==> src/rtl/mfcc_frame_sequencer_if.sv <==
// Sample-in / RAM-write / read-request bus for the MFCC frame sequencer.
// Ports: in_sample/in_valid/in_ready (sample stream), buf_wr_* (sample RAM write port),
//        rd_valid/rd_ready/rd_addr/win_idx/rd_first/rd_last (windowing read requests).
interface mfcc_frame_sequencer_if #(
  parameter int ADDR_W = 8,
  parameter int DATA_W = 16
);
  logic [DATA_W-1:0] in_sample;
  logic              in_valid;
  logic              in_ready;
  logic              buf_wr_en;
  logic [ADDR_W-1:0] buf_wr_addr;
  logic [DATA_W-1:0] buf_wr_data;
  logic              rd_valid;
  logic              rd_ready;
  logic [ADDR_W-1:0] rd_addr;
  logic [7:0]        win_idx;
  logic              rd_first;
  logic              rd_last;

  // master: the sequencer itself; slave: sample source, RAM and windowing datapath.
  modport master (
    input  in_sample, in_valid, rd_ready,
    output in_ready, buf_wr_en, buf_wr_addr, buf_wr_data,
           rd_valid, rd_addr, win_idx, rd_first, rd_last
  );
  modport slave (
    output in_sample, in_valid, rd_ready,
    input  in_ready, buf_wr_en, buf_wr_addr, buf_wr_data,
           rd_valid, rd_addr, win_idx, rd_first, rd_last
  );
endinterface

==> src/rtl/mfcc_frame_sequencer.sv <==
// Sequences MFCC framing: buffers samples in a circular RAM, issues per-frame read bursts, retires hop samples.
// Ports: clk, rst_n (async active-low), enable, cfg_frame_size/overlap, bus (mfcc_frame_sequencer_if.master),
//        frame_done, cfg_err; with FRAME_SEQ_STATS_EN defined also stat_frames and stat_stall.
module mfcc_frame_sequencer #(
  parameter int ADDR_W = 8,
  parameter int DATA_W = 16
) (
  input  logic        clk,
  input  logic        rst_n,
  input  logic        enable,
  input  logic [7:0]  cfg_frame_size,
  input  logic [7:0]  cfg_frame_overlap,
  mfcc_frame_sequencer_if.master bus,
  output logic        frame_done,
  output logic        cfg_err
`ifdef FRAME_SEQ_STATS_EN
  ,
  output logic [15:0] stat_frames,
  output logic [15:0] stat_stall
`endif
);

  typedef enum logic [1:0] {IDLE, WAIT, READ, RETIRE} state_t;

  state_t            state, state_nxt;
  logic [7:0]        fs, ov, hop;
  logic [ADDR_W-1:0] wr_ptr, base, rd_addr_q;
  logic [ADDR_W:0]   occ;
  logic [7:0]        win_idx_q;
  logic              first_q, last_q;
  logic              cfg_ok, accept, rd_hs, last_hs;

  assign cfg_ok  = (cfg_frame_size >= 8'd2) && (cfg_frame_overlap < cfg_frame_size);
  assign hop     = fs - ov;
  // occ MSB set means all 2^ADDR_W entries hold unretired samples.
  assign bus.in_ready = (state != IDLE) && !occ[ADDR_W];
  assign accept  = bus.in_valid && bus.in_ready;
  assign rd_hs   = bus.rd_valid && bus.rd_ready;
  assign last_hs = rd_hs && (win_idx_q == fs - 8'd1);

  assign bus.buf_wr_en   = accept;
  assign bus.buf_wr_addr = wr_ptr;
  assign bus.buf_wr_data = accept ? bus.in_sample : '0;
  assign bus.rd_valid    = (state == READ);
  assign bus.rd_addr     = rd_addr_q;
  assign bus.win_idx     = win_idx_q;
  assign bus.rd_first    = first_q;
  assign bus.rd_last     = last_q;
  assign frame_done      = (state == RETIRE);

  always_comb begin
    state_nxt = state;
    case (state)
      IDLE:    if (enable && cfg_ok) state_nxt = WAIT;
      WAIT:    if (occ >= (ADDR_W+1)'(fs)) state_nxt = READ;
      READ:    if (last_hs) state_nxt = RETIRE;
      RETIRE:  state_nxt = WAIT;
      default: state_nxt = IDLE;
    endcase
    if (!enable) state_nxt = IDLE;
  end

  always_ff @(posedge clk or negedge rst_n) begin
    if (!rst_n) begin
      state     <= IDLE;
      fs        <= '0;
      ov        <= '0;
      cfg_err   <= 1'b0;
      wr_ptr    <= '0;
      base      <= '0;
      occ       <= '0;
      rd_addr_q <= '0;
      win_idx_q <= '0;
      first_q   <= 1'b0;
      last_q    <= 1'b0;
    end else begin
      state <= state_nxt;

      if (state == IDLE && enable) begin
        if (cfg_ok) begin
          fs      <= cfg_frame_size;
          ov      <= cfg_frame_overlap;
          cfg_err <= 1'b0;
        end else begin
          cfg_err <= 1'b1;
        end
      end

      if (state_nxt == IDLE) begin
        // Abort path: everything restarts from an empty buffer.
        wr_ptr    <= '0;
        base      <= '0;
        occ       <= '0;
        rd_addr_q <= '0;
        win_idx_q <= '0;
      end else begin
        if (accept) wr_ptr <= wr_ptr + 1'b1;
        // Write and retire in the same cycle net in one update.
        occ <= occ + (ADDR_W+1)'(accept) - ((state == RETIRE) ? (ADDR_W+1)'(hop) : '0);
        if (state == RETIRE) base <= base + ADDR_W'(hop);
        if (state == WAIT) begin
          rd_addr_q <= base;
          win_idx_q <= '0;
        end else if (rd_hs) begin
          rd_addr_q <= rd_addr_q + 1'b1;
          win_idx_q <= win_idx_q + 8'd1;
        end
      end

      // first/last flags are registered alongside win_idx so they hold under backpressure.
      if (state_nxt == READ) begin
        if (state != READ) begin
          first_q <= 1'b1;
          last_q  <= 1'b0;
        end else if (rd_hs) begin
          first_q <= 1'b0;
          last_q  <= (win_idx_q == fs - 8'd2);
        end
      end else begin
        first_q <= 1'b0;
        last_q  <= 1'b0;
      end
    end
  end

`ifdef FRAME_SEQ_STATS_EN
  always_ff @(posedge clk or negedge rst_n) begin
    if (!rst_n) begin
      stat_frames <= '0;
      stat_stall  <= '0;
    end else if (state == IDLE) begin
      stat_frames <= '0;
      stat_stall  <= '0;
    end else begin
      if (frame_done && stat_frames != 16'hFFFF) stat_frames <= stat_frames + 16'd1;
      if (bus.rd_valid && !bus.rd_ready && stat_stall != 16'hFFFF) stat_stall <= stat_stall + 16'd1;
    end
  end
`endif

endmodule

==> src/flat_wrapper.sv <==
// flat-port wrapper written by rule: the top's interface ports become plain ports
module mfcc_frame_sequencer_flat 
#(
  parameter int ADDR_W = 8,
  parameter int DATA_W = 16
)
  (clk, rst_n, enable, cfg_frame_size, cfg_frame_overlap, frame_done, cfg_err, bus_in_sample, bus_in_valid, bus_rd_ready, bus_in_ready, bus_buf_wr_en, bus_buf_wr_addr, bus_buf_wr_data, bus_rd_valid, bus_rd_addr, bus_win_idx, bus_rd_first, bus_rd_last);
  mfcc_frame_sequencer_if #(.ADDR_W(ADDR_W), .DATA_W(DATA_W)) bus_i ();
  input  logic clk;
  input  logic rst_n;
  input  logic enable;
  input  logic [7:0] cfg_frame_size;
  input  logic [7:0] cfg_frame_overlap;
  output logic frame_done;
  output logic cfg_err;
  input wire logic [$bits(bus_i.in_sample)-1:0] bus_in_sample;
  input wire logic [$bits(bus_i.in_valid)-1:0] bus_in_valid;
  input wire logic [$bits(bus_i.rd_ready)-1:0] bus_rd_ready;
  output wire logic [$bits(bus_i.in_ready)-1:0] bus_in_ready;
  output wire logic [$bits(bus_i.buf_wr_en)-1:0] bus_buf_wr_en;
  output wire logic [$bits(bus_i.buf_wr_addr)-1:0] bus_buf_wr_addr;
  output wire logic [$bits(bus_i.buf_wr_data)-1:0] bus_buf_wr_data;
  output wire logic [$bits(bus_i.rd_valid)-1:0] bus_rd_valid;
  output wire logic [$bits(bus_i.rd_addr)-1:0] bus_rd_addr;
  output wire logic [$bits(bus_i.win_idx)-1:0] bus_win_idx;
  output wire logic [$bits(bus_i.rd_first)-1:0] bus_rd_first;
  output wire logic [$bits(bus_i.rd_last)-1:0] bus_rd_last;
  assign bus_i.in_sample = bus_in_sample;
  assign bus_i.in_valid = bus_in_valid;
  assign bus_i.rd_ready = bus_rd_ready;
  assign bus_in_ready = bus_i.in_ready;
  assign bus_buf_wr_en = bus_i.buf_wr_en;
  assign bus_buf_wr_addr = bus_i.buf_wr_addr;
  assign bus_buf_wr_data = bus_i.buf_wr_data;
  assign bus_rd_valid = bus_i.rd_valid;
  assign bus_rd_addr = bus_i.rd_addr;
  assign bus_win_idx = bus_i.win_idx;
  assign bus_rd_first = bus_i.rd_first;
  assign bus_rd_last = bus_i.rd_last;
  mfcc_frame_sequencer #(.ADDR_W(ADDR_W), .DATA_W(DATA_W)) u_core (.clk(clk), .rst_n(rst_n), .enable(enable), .cfg_frame_size(cfg_frame_size), .cfg_frame_overlap(cfg_frame_overlap), .bus(bus_i), .frame_done(frame_done), .cfg_err(cfg_err));
endmodule
==> config.mk <==
export PLATFORM = sky130hd
export DESIGN_NAME = mfcc_frame_sequencer_flat
export DESIGN_NICKNAME = d
export VERILOG_FILES = /design/src/rtl/mfcc_frame_sequencer_if.sv /design/src/rtl/mfcc_frame_sequencer.sv /design/src/flat_wrapper.sv
export SDC_FILE = /design/constraint.sdc
export NUM_CORES = 1
export LEC_CHECK = 0
export CAP_MARGIN = 10
export CELL_PAD_IN_SITES_DETAIL_PLACEMENT = 0
export CELL_PAD_IN_SITES_GLOBAL_PLACEMENT = 2
export CORE_MARGIN = 5
export CORE_UTILIZATION = 26
export DETAILED_ROUTE_END_ITERATION = 12
export PLACE_DENSITY = 0.74
export SLEW_MARGIN = 10
export SYNTH_ARGS = -nofsm -noshare
export SYNTH_HDL_FRONTEND = slang
export SYNTH_SLANG_ARGS = --single-unit
==> constraint.sdc <==
create_clock -name clk -period 4.9 [get_ports clk]
set_input_delay 0.98 -clock clk [delete_from_list [all_inputs] [get_ports clk]]
set_output_delay 0.98 -clock clk [all_outputs]
set_load 0.01 [all_outputs]
After elaboration in Yosys (flattened, before gate mapping). Cells that the tools add are included.

Add/sub/neg operators: 9. $lt $le $gt $ge: 3. Eq/ne operators: 8. Mux-type cells: 25. Reduce and logical (&&, ||, !) cells: 15.

Operator list (number): $mux W8 (11); $add A8 B1 Y8 const B (3); $eq A8 B8 Y1 (2); $mux W16 (1); $add A9 B1 Y9 (1); $ge A9 B8 Y1 (1); $mux W9 (1); $sub A9 B9 Y9 (1); $add A8 B8 Y8 (1); $ge A8 B2 Y1 const B (1); $lt A8 B8 Y1 (1); $mux W2 (4); $pmux W2 S4 (1); $sub A8 B1 Y8 const B (1); $sub A8 B2 Y8 const B (1); $sub A8 B8 Y8 (1); $logic_and A1 B1 Y1 (7); $mux W1 (7); $eq A2 B2 Y1 const B (3); $reduce_bool A2 Y1 (3); $logic_not A2 Y1 (2); $ne A3 B2 Y1 const B (1); $reduce_bool A3 Y1 (1); $eq A2 B1 Y1 const B (1); 3 further kinds (3).

Register bits: 62. Output and inout bits: 47.

Depth between registers and ports, before layout. Gate-level depths: netlist (run 1).

Depth in word-level cells: 8. Mapped depth: 17. Mapped depth without buffers: 17.

Least setup slack after synthesis (run 1). OpenSTA, ideal clock, no wires.

Path kind: input-to-reg. Start point: input port bus_in_valid. End point: register u_core.occ[8]. Setup time: 0.132 ns. Data arrival time: 3.330 ns. Required time: 4.768 ns. Path slack: 1.438 ns. Stages: 14. Path buffers: 1. Cells stage by stage: and2_1 -> buf_2 -> inv_1 -> ha_1 -> inv_1 -> ha_1 -> fa_1 -> a21o_1 -> a21oi_1 -> o21bai_1 -> a2111oi_0 -> nor3_1 -> xnor2_1 -> nor2_1.

Cells in the longest elaborated chain, start to end: 4.

Ends and longest elaborated chain: start: declaration (line flat_wrapper.sv:17) `input wire logic [$bits(bus_i.in_valid)-1:0] bus_in_valid;`; $logic_and A1 B1 Y1 (line mfcc_frame_sequencer.sv:37) `assign accept = bus.in_valid && bus.in_ready;`; named net bus_buf_wr_en (line flat_wrapper.sv:20) `output wire logic [$bits(bus_i.buf_wr_en)-1:0] bus_buf_wr_en;`; $add A9 B1 Y9 (line mfcc_frame_sequencer.sv:99) `occ <= occ + (ADDR_W+1)'(accept) - ((state == RETIRE) ? (ADDR_W+1)'(hop) : '0);`; $sub A9 B9 Y9 (line mfcc_frame_sequencer.sv:99); $mux W9 (line mfcc_frame_sequencer.sv:89) `if (state_nxt == IDLE) begin`; end signal: assignment (line mfcc_frame_sequencer.sv:99); end: declaration (line mfcc_frame_sequencer.sv:28) `logic [ADDR_W:0] occ;`.

The timed path passes the listed nets, and every way through them passes these cells. A chain may end at the register's enable or synchronous reset.

Worst setup path after layout (run 1).
Start point: input port bus_in_valid. End point: register u_core.occ[8].

Cells in the longest elaborated chain, start to end: 4.

Ends and longest elaborated chain (line): $logic_and A1 B1 Y1 (mfcc_frame_sequencer.sv:37); $add A9 B1 Y9 (mfcc_frame_sequencer.sv:99); $sub A9 B9 Y9 (mfcc_frame_sequencer.sv:99); $mux W9 (mfcc_frame_sequencer.sv:89).

No other way between the ends.

==> results of run 1 <==
## where the power goes
part           switching (W)  leakage [nW]  internal, W  total, W
clock network       0.000219         0.138     0.000377  0.000596
registers           0.000153         0.817     0.000635  0.000788
logic               0.000955          1.58     0.000822   0.00178
## worst paths after layout
kind	from	end	slack [ns]	cells past startpoint
min in group asynchronous	rst_n	u_core.bus.win_idx[5]$_DFFE_PN0P_	0.83	2
max in group asynchronous	rst_n	u_core.bus.buf_wr_addr[7]$_DFFE_PN0P_	3.53	2
hold reg to reg	u_core.ov[5]$_DFFE_PN0P_	u_core.ov[5]$_DFFE_PN0P_	0.51	1
setup / recovery	bus_in_valid	u_core.occ[8]$_DFF_PN0_	0.90	15
hold / removal	u_core.ov[5]$_DFFE_PN0P_	u_core.ov[5]$_DFFE_PN0P_	0.51	1
setup reg to reg	u_core.fs[0]$_DFFE_PN0P_	u_core.occ[8]$_DFF_PN0_	1.20	14
## registers in the layout, indices dropped and copies added (netlist names)
name and count:
u_core.bus.rd_first 1, u_core.ov 8, u_core.base 8, u_core.bus.rd_last 1, u_core.occ 9, u_core.bus.buf_wr_addr 8, u_core.cfg_err 1, u_core.bus.win_idx 8
u_core.state 2, u_core.fs 8, u_core.bus.rd_addr 8
## synth_stat cells, types with 7 or more instances
cell	number	area (um^2)
xnor2_1	28	245.2
mux2i_1	8	80.08
clkbuf_1	8	30.03
a21oi_1	26	130.1
ha_1	50	625.6
xor2_1	26	227.7
nand3_1	11	55.05
and3_1	20	125.1
dfrtp_1	62	1551
a211oi_1	10	75.07
nand4_1	8	50.05
nor2_1	60	225.2
mux2_2	9	101.4
nand2_1	31	116.4
a21o_1	7	52.55
inv_1	38	142.6
nor3_1	11	55.05
## cell families (layout without fill, tap and decap cells)
logic type | Yosys count | count (layout) | share of synthesized area (%)
simple gates | 170 | 170 | 18.97
buf+inv | 55 | 139 | 5.017
flops | 62 | 62 | 34.95
mux | 17 | 17 | 4.087
compound gates | 72 | 72 | 10.88
fa+ha+maj | 53 | 53 | 15.45
xor+xnor | 54 | 54 | 10.65
## per-stage QoR
stage | std cells | cell area (um^2) | util [%] | worst slack [ns]
global placement | 773 | 5490 | 32.99 | 0.6062
detailed placement | 773 | 5490 | 32.99 | 0.5644
CTS | 787 | 5766 | 34.64 | 0.8964
finish | 787 | 5766 | 34.64 | 0.9031
global route | 787 | 5766 | 34.64 | 0.6698
floorplan | 483 | 4439 | - | 1.438
## layout by cell type (no fill, tap or decap), types with 2 or more instances in the layout
cell and count:
nand3_1 11, and3_1 20, nand2b_1 5, o21ai_0 6
xnor2_1 28, nor2_1 60, xor2_1 26, inv_1 38
clkbuf_16 9, mux2i_1 8, o21a_1 3, and2_1 3
clkdlybuf4s50_1 82, nand2_1 31, a21oi_1 26, a41oi_1 2
ha_1 50, or3_1 2, mux2_2 9, a21o_1 7
and4_1 2, buf_4 4, a31oi_1 3, nand4_1 8
a211oi_1 10, o21bai_1 2, nor2b_1 6, fa_1 3
nor3_1 11, dfrtp_1 62, clkbuf_8 3
## critical path, cell delays in order
cell and delay [ns]:
clkdlybuf4s50_1 0.46, buf_4 0.16, and2_1 0.32, inv_1 0.09
ha_1 0.28, inv_1 0.04, ha_1 0.20, fa_1 0.40
a21o_1 0.17, a21oi_1 0.21, o21bai_1 0.12, a2111oi_0 0.43
nor3_1 0.13, xnor2_1 0.17, nor2_1 0.06
## metal layers
layer / routed length, um / track usage (%)
met1: 5474 / 16.23
met4: 236 / 5.201
met2: 5068 / 18.25
met5: 0 / 0
met3: 614 / 2.506
## cell type report
type                            count  area (um^2)
Clock inverter                      1        5.005
Timing Repair Buffer               87        855.8
Sequential cell                    62         1551
Inverter                           38        142.6
Clock buffer                       13        270.3
Tap cell                          220        275.3
Multi-Input combinational cell    366         2665
Fill cell                        1676        10880
==> out/metrics.yaml, run 1 <==
worst_setup_path:
  required_ns: 5.11
  start_kind: "input pin"
  crit_fanout: 17
  cp-end-kind: "flip-flop"
  path_class: "in -> reg"
  crit_arrival_ns: 4.21
clock_network:
  cts.sinks: 62
  clockRootBuffer: "clkbuf_16"
  clockBufferDepth: 2
  insertion_delay_ns: 0.33
  cts_tree: "done"
  cts_setup_buffers: 0
  clk_pin_slew_ns: 0.05
  cts.repair.resized: 0
  cts_buffers: 9
  cts_hold_buf: 0
  htreeDepth: 3
yosys:
  syn-instance-count: 483
  yosysWarningCount: 0
  synth-edff-count: 0
  yosysSeqAreaShare_pct: 34.95
  synthFlopType: "dfrtp_1"
  async_flop_share_pct: 100.0
  netlist_area_um2: 4439
  syn_area_per_cell_um2: 9.191
  synth_cell_type_count: 56
  synth-seq-cells: 62
  synth_nets: 573
place:
  hpwl_mm: 8.804
  portBuffers: 83
  place_congestion: 0.8030
timing:
  finalSetupViolCount: 0
  hold_slack_ns: 0.5075
  period_share_pct: 81.57
  skew_ns: 0.006616
  tightest_slew_ns: 0.8327
  rsz0062_at_grt: "no"
  slew_headroom_pct: 44.48
  slew_viol_final: 0
  finalCriticalPeriod_ns: 3.997
  hold_viol: 0
  tns_ns: 0
  timing.fmax_ghz: 0.2502
routing:
  vias: 3611
  ant_nets: 0
  routedWlPerCell_um: 14.48
  drcViolationCount: 0
  drt-initial-drc-count: 165
  via_per_inst: 4.588
  drt-total-wl_mm: 11.39
  dr.pass1.iters: 4
floorplanning:
  pin_count: 84
  die-area_um2: 19790
  initial_core_util_pct: 26.67
  die_w_um: 140.7
  row_count: 47
  fp.dieH_um: 140.7
  core_area_um2: 16640
layout:
  final_net_count: 654
  diodes: 0
  drive_gt1_share_pct: 6.526
  syn_to_final_growth_pct: 29.88
status:
  status: "completed"
power:
  p_leak_nw: 2.539
  power_density_nw_per_um2: 548.2
  total_power_w: 0.003161
  vdd_ir_drop_max_mv: 0.2147
grt:
  grt_pass1_vias: 3550
  grt_pass1_wl_mm: 19.00
  overflow: 0
  grt_antenna_before_repair: 0
  grt_max_degree: 63
  track_usage_pct: 11.91
hold_path:
  hold_class: "reg -> reg"
flow_run:
  drv_cap: 0
Note: power is estimated with default switching activity, not from simulation.
==> inputs of run 2 (changes only) <==
- PLACE_DENSITY: 0.74 -> 0.77
- clock period: 4.9 -> 3.2 ns (I/O delays scaled with it)
==> out/metrics.yaml, run 2 (synthesis results as in run 1) <==
power:
  power_density_nw_per_um2: 910.4
  internal_power_w: 0.003344
  clockPowerShare_pct: 16.9
  combPwrFrac_pct: 62.1
  sw_frac_of_total_pct: 40.39
  netSwitchingPower_w: 0.002266
  seq_power_share_pct: 21.0
  p_leak_nw: 2.717
  vdd_ir_drop_max_mv: 0.3220
layout:
  final_net_count: 683
  drive_gt1_share_pct: 15.22
  final_cell_mix: "clkdlybuf4s50_1 (82), dfrtp_1 (62), nor2_1 (59)"
  syn_to_final_growth_pct: 38.81
  fill_cells: 1685
  diodes: 0
  largest_register_ffs: 9
  stdcell_count: 818
  regMostFlops: "u_core.occ"
  final_common_cell: "clkdlybuf4s50_1"
floorplanning:
  fp.dieH_um: 140.7
  core_area_um2: 16640
  die_w_um: 140.7
  die-area_um2: 19790
  pin_count: 84
  initial_core_util_pct: 26.67
  row_count: 47
timing:
  finalSetupViolCount: 0
  finalCriticalPeriod_ns: 3.084
  tightest_slew_ns: 0.7515
  timing.fmax_ghz: 0.3243
  period_share_pct: 96.36
  skew_ns: 0.006088
  slew_headroom_pct: 49.90
  hold_slack_ns: 0.3771
  rsz0062_at_grt: "yes"
  hold_viol: 0
  slew_viol_final: 0
routing:
  drt-initial-drc-count: 119
  via_per_inst: 4.548
  routedWlPerCell_um: 14.48
  ant_nets: 0
  drcViolationCount: 0
  drt-total-wl_mm: 11.84
  vias: 3720
  dr.pass1.iters: 4
grt:
  overflow: 0
  grt_max_degree: 31
  track_usage_pct: 12.10
  grt_pass1_wl_mm: 19.39
  grt_pass1_vias: 3903
  grt_antenna_before_repair: 0
worst_setup_path:
  worst-path-stages: 15
  crit_fanout: 2
  worst-r2r-cell-count: 15
  crit_chain: "inv_2, ha_4, inv_2, fa_2, xor2_2, nand2_1, ha_1, ha_1, buf_4, a21oi_1, nor2b_1, o21a_1, o41a_1, xnor2_1, nor2_1"
  crit_arrival_ns: 3.31
  cp-end-kind: "flip-flop"
  required_ns: 3.42
  start_kind: "flip-flop"
  path_class: "reg -> reg"
  cp_top_family: "adder cells"
  critical_path.max_stage_delay_ns: 0.38
  critPathBufInv: 3
  slowest_stage: "dfrtp_1"
clock_network:
  cts_buffers: 9
  clockBufferDepth: 2
  insertion_delay_ns: 0.33
  clk_pin_slew_ns: 0.06
  clockRootBuffer: "clkbuf_16"
  cts.sinks: 62
  htreeDepth: 3
  cts_tree: "done"
place:
  place_congestion: 0.7970
  portBuffers: 83
  place_inst: 801
  hpwl_mm: 9.365
hold_path:
  hold_class: "in -> async"
flow_run:
  drv_cap: 0
status:
  status: "completed"
-- run 2: worst reg2reg max path, stage by stage (launching register included) --
cell     delay, ns
dfrtp_1       0.38
inv_2         0.08
ha_4          0.13
inv_2         0.04
fa_2          0.36
xor2_2        0.19
nand2_1       0.08
ha_1          0.29
ha_1          0.29
buf_4         0.14
a21oi_1       0.16
nor2b_1       0.07
o21a_1        0.18
o41a_1        0.34
xnor2_1       0.17
nor2_1        0.06
-- run 2: final cells by class --
| cell class | count | area (um^2) | area share, % |
|---|---|---|---|
| sequential | 62 | 1551 | 25.18 |
| timing repair buffer | 116 | 1090 | 17.69 |
| inverter | 38 | 142.6 | 2.315 |
| tap | 220 | 275.3 | 4.467 |
| clock inverter | 5 | 50.05 | 0.8122 |
| clock buffer | 11 | 232.7 | 3.777 |
| multi-input combinational | 366 | 2820 | 45.77 |
-- run 2: power by group through the flow --
| stage | clock [W] | combinational (W) | sequential, W |
|---|---|---|---|
| floorplan | 0 | 0.00204 | 0.00114 |
| CTS | 0.000983 | 0.00335 | 0.00117 |
| global route | 0.00101 | 0.00382 | 0.00121 |
| finish | 0.000950 | 0.00348 | 0.00118 |
| global placement | 0 | 0.00317 | 0.00118 |
| detailed placement | 0 | 0.00322 | 0.00118 |
-- run 2: final timing paths --
path                                               start                                end  slack (ns)
worst max register to register  u_core.fs[0]$_DFFE_PN0P_            u_core.occ[7]$_DFF_PN0_        0.12
worst max-delay path            u_core.fs[0]$_DFFE_PN0P_            u_core.occ[7]$_DFF_PN0_        0.12
max in group asynchronous                          rst_n          u_core.state[0]$_DFF_PN0_        2.09
min in group clk                u_core.ov[6]$_DFFE_PN0P_           u_core.ov[6]$_DFFE_PN0P_        0.52
worst min-delay path                               rst_n  u_core.bus.rd_addr[3]$_DFFE_PN0P_        0.38
worst min register to register  u_core.ov[6]$_DFFE_PN0P_           u_core.ov[6]$_DFFE_PN0P_        0.52
-- run 2: per-stage QoR --
step / total power [W] / TNS [ns] / util, % / worst slack, ns / instance area (um^2)
global route: 0.006046 / -0.1257 / 37.03 / -0.06338 / 6162
floorplan: 0.003182 / 0 / - / 0.0003682 / 4456
finish: 0.005610 / 0 / 37.03 / 0.1164 / 6162
global placement: 0.004350 / -0.2106 / 34.43 / -0.2106 / 5729
detailed placement: 0.004400 / -0.3256 / 34.43 / -0.2618 / 5729
CTS: 0.005501 / 0 / 36.47 / 0.01491 / 6070
-- run 2: repair_timing --
action | 4_1_cts | 5_1_grt
hold buffers | 0 | 0
setup buffers | 1 | 0
endpoints found under the setup margin | 3 | 5
pin swaps | 10 | 23
gates resized for setup | 12 | 17
-- run 2: metal layers --
layer,vias up,GRT usage [%],part of all wire [%]
met3,13,2.980,5.2
met4,0,4.793,1.8
li1,1883,-,-
met2,76,19.38,46
met5,-,0,0
met1,1748,15.73,47
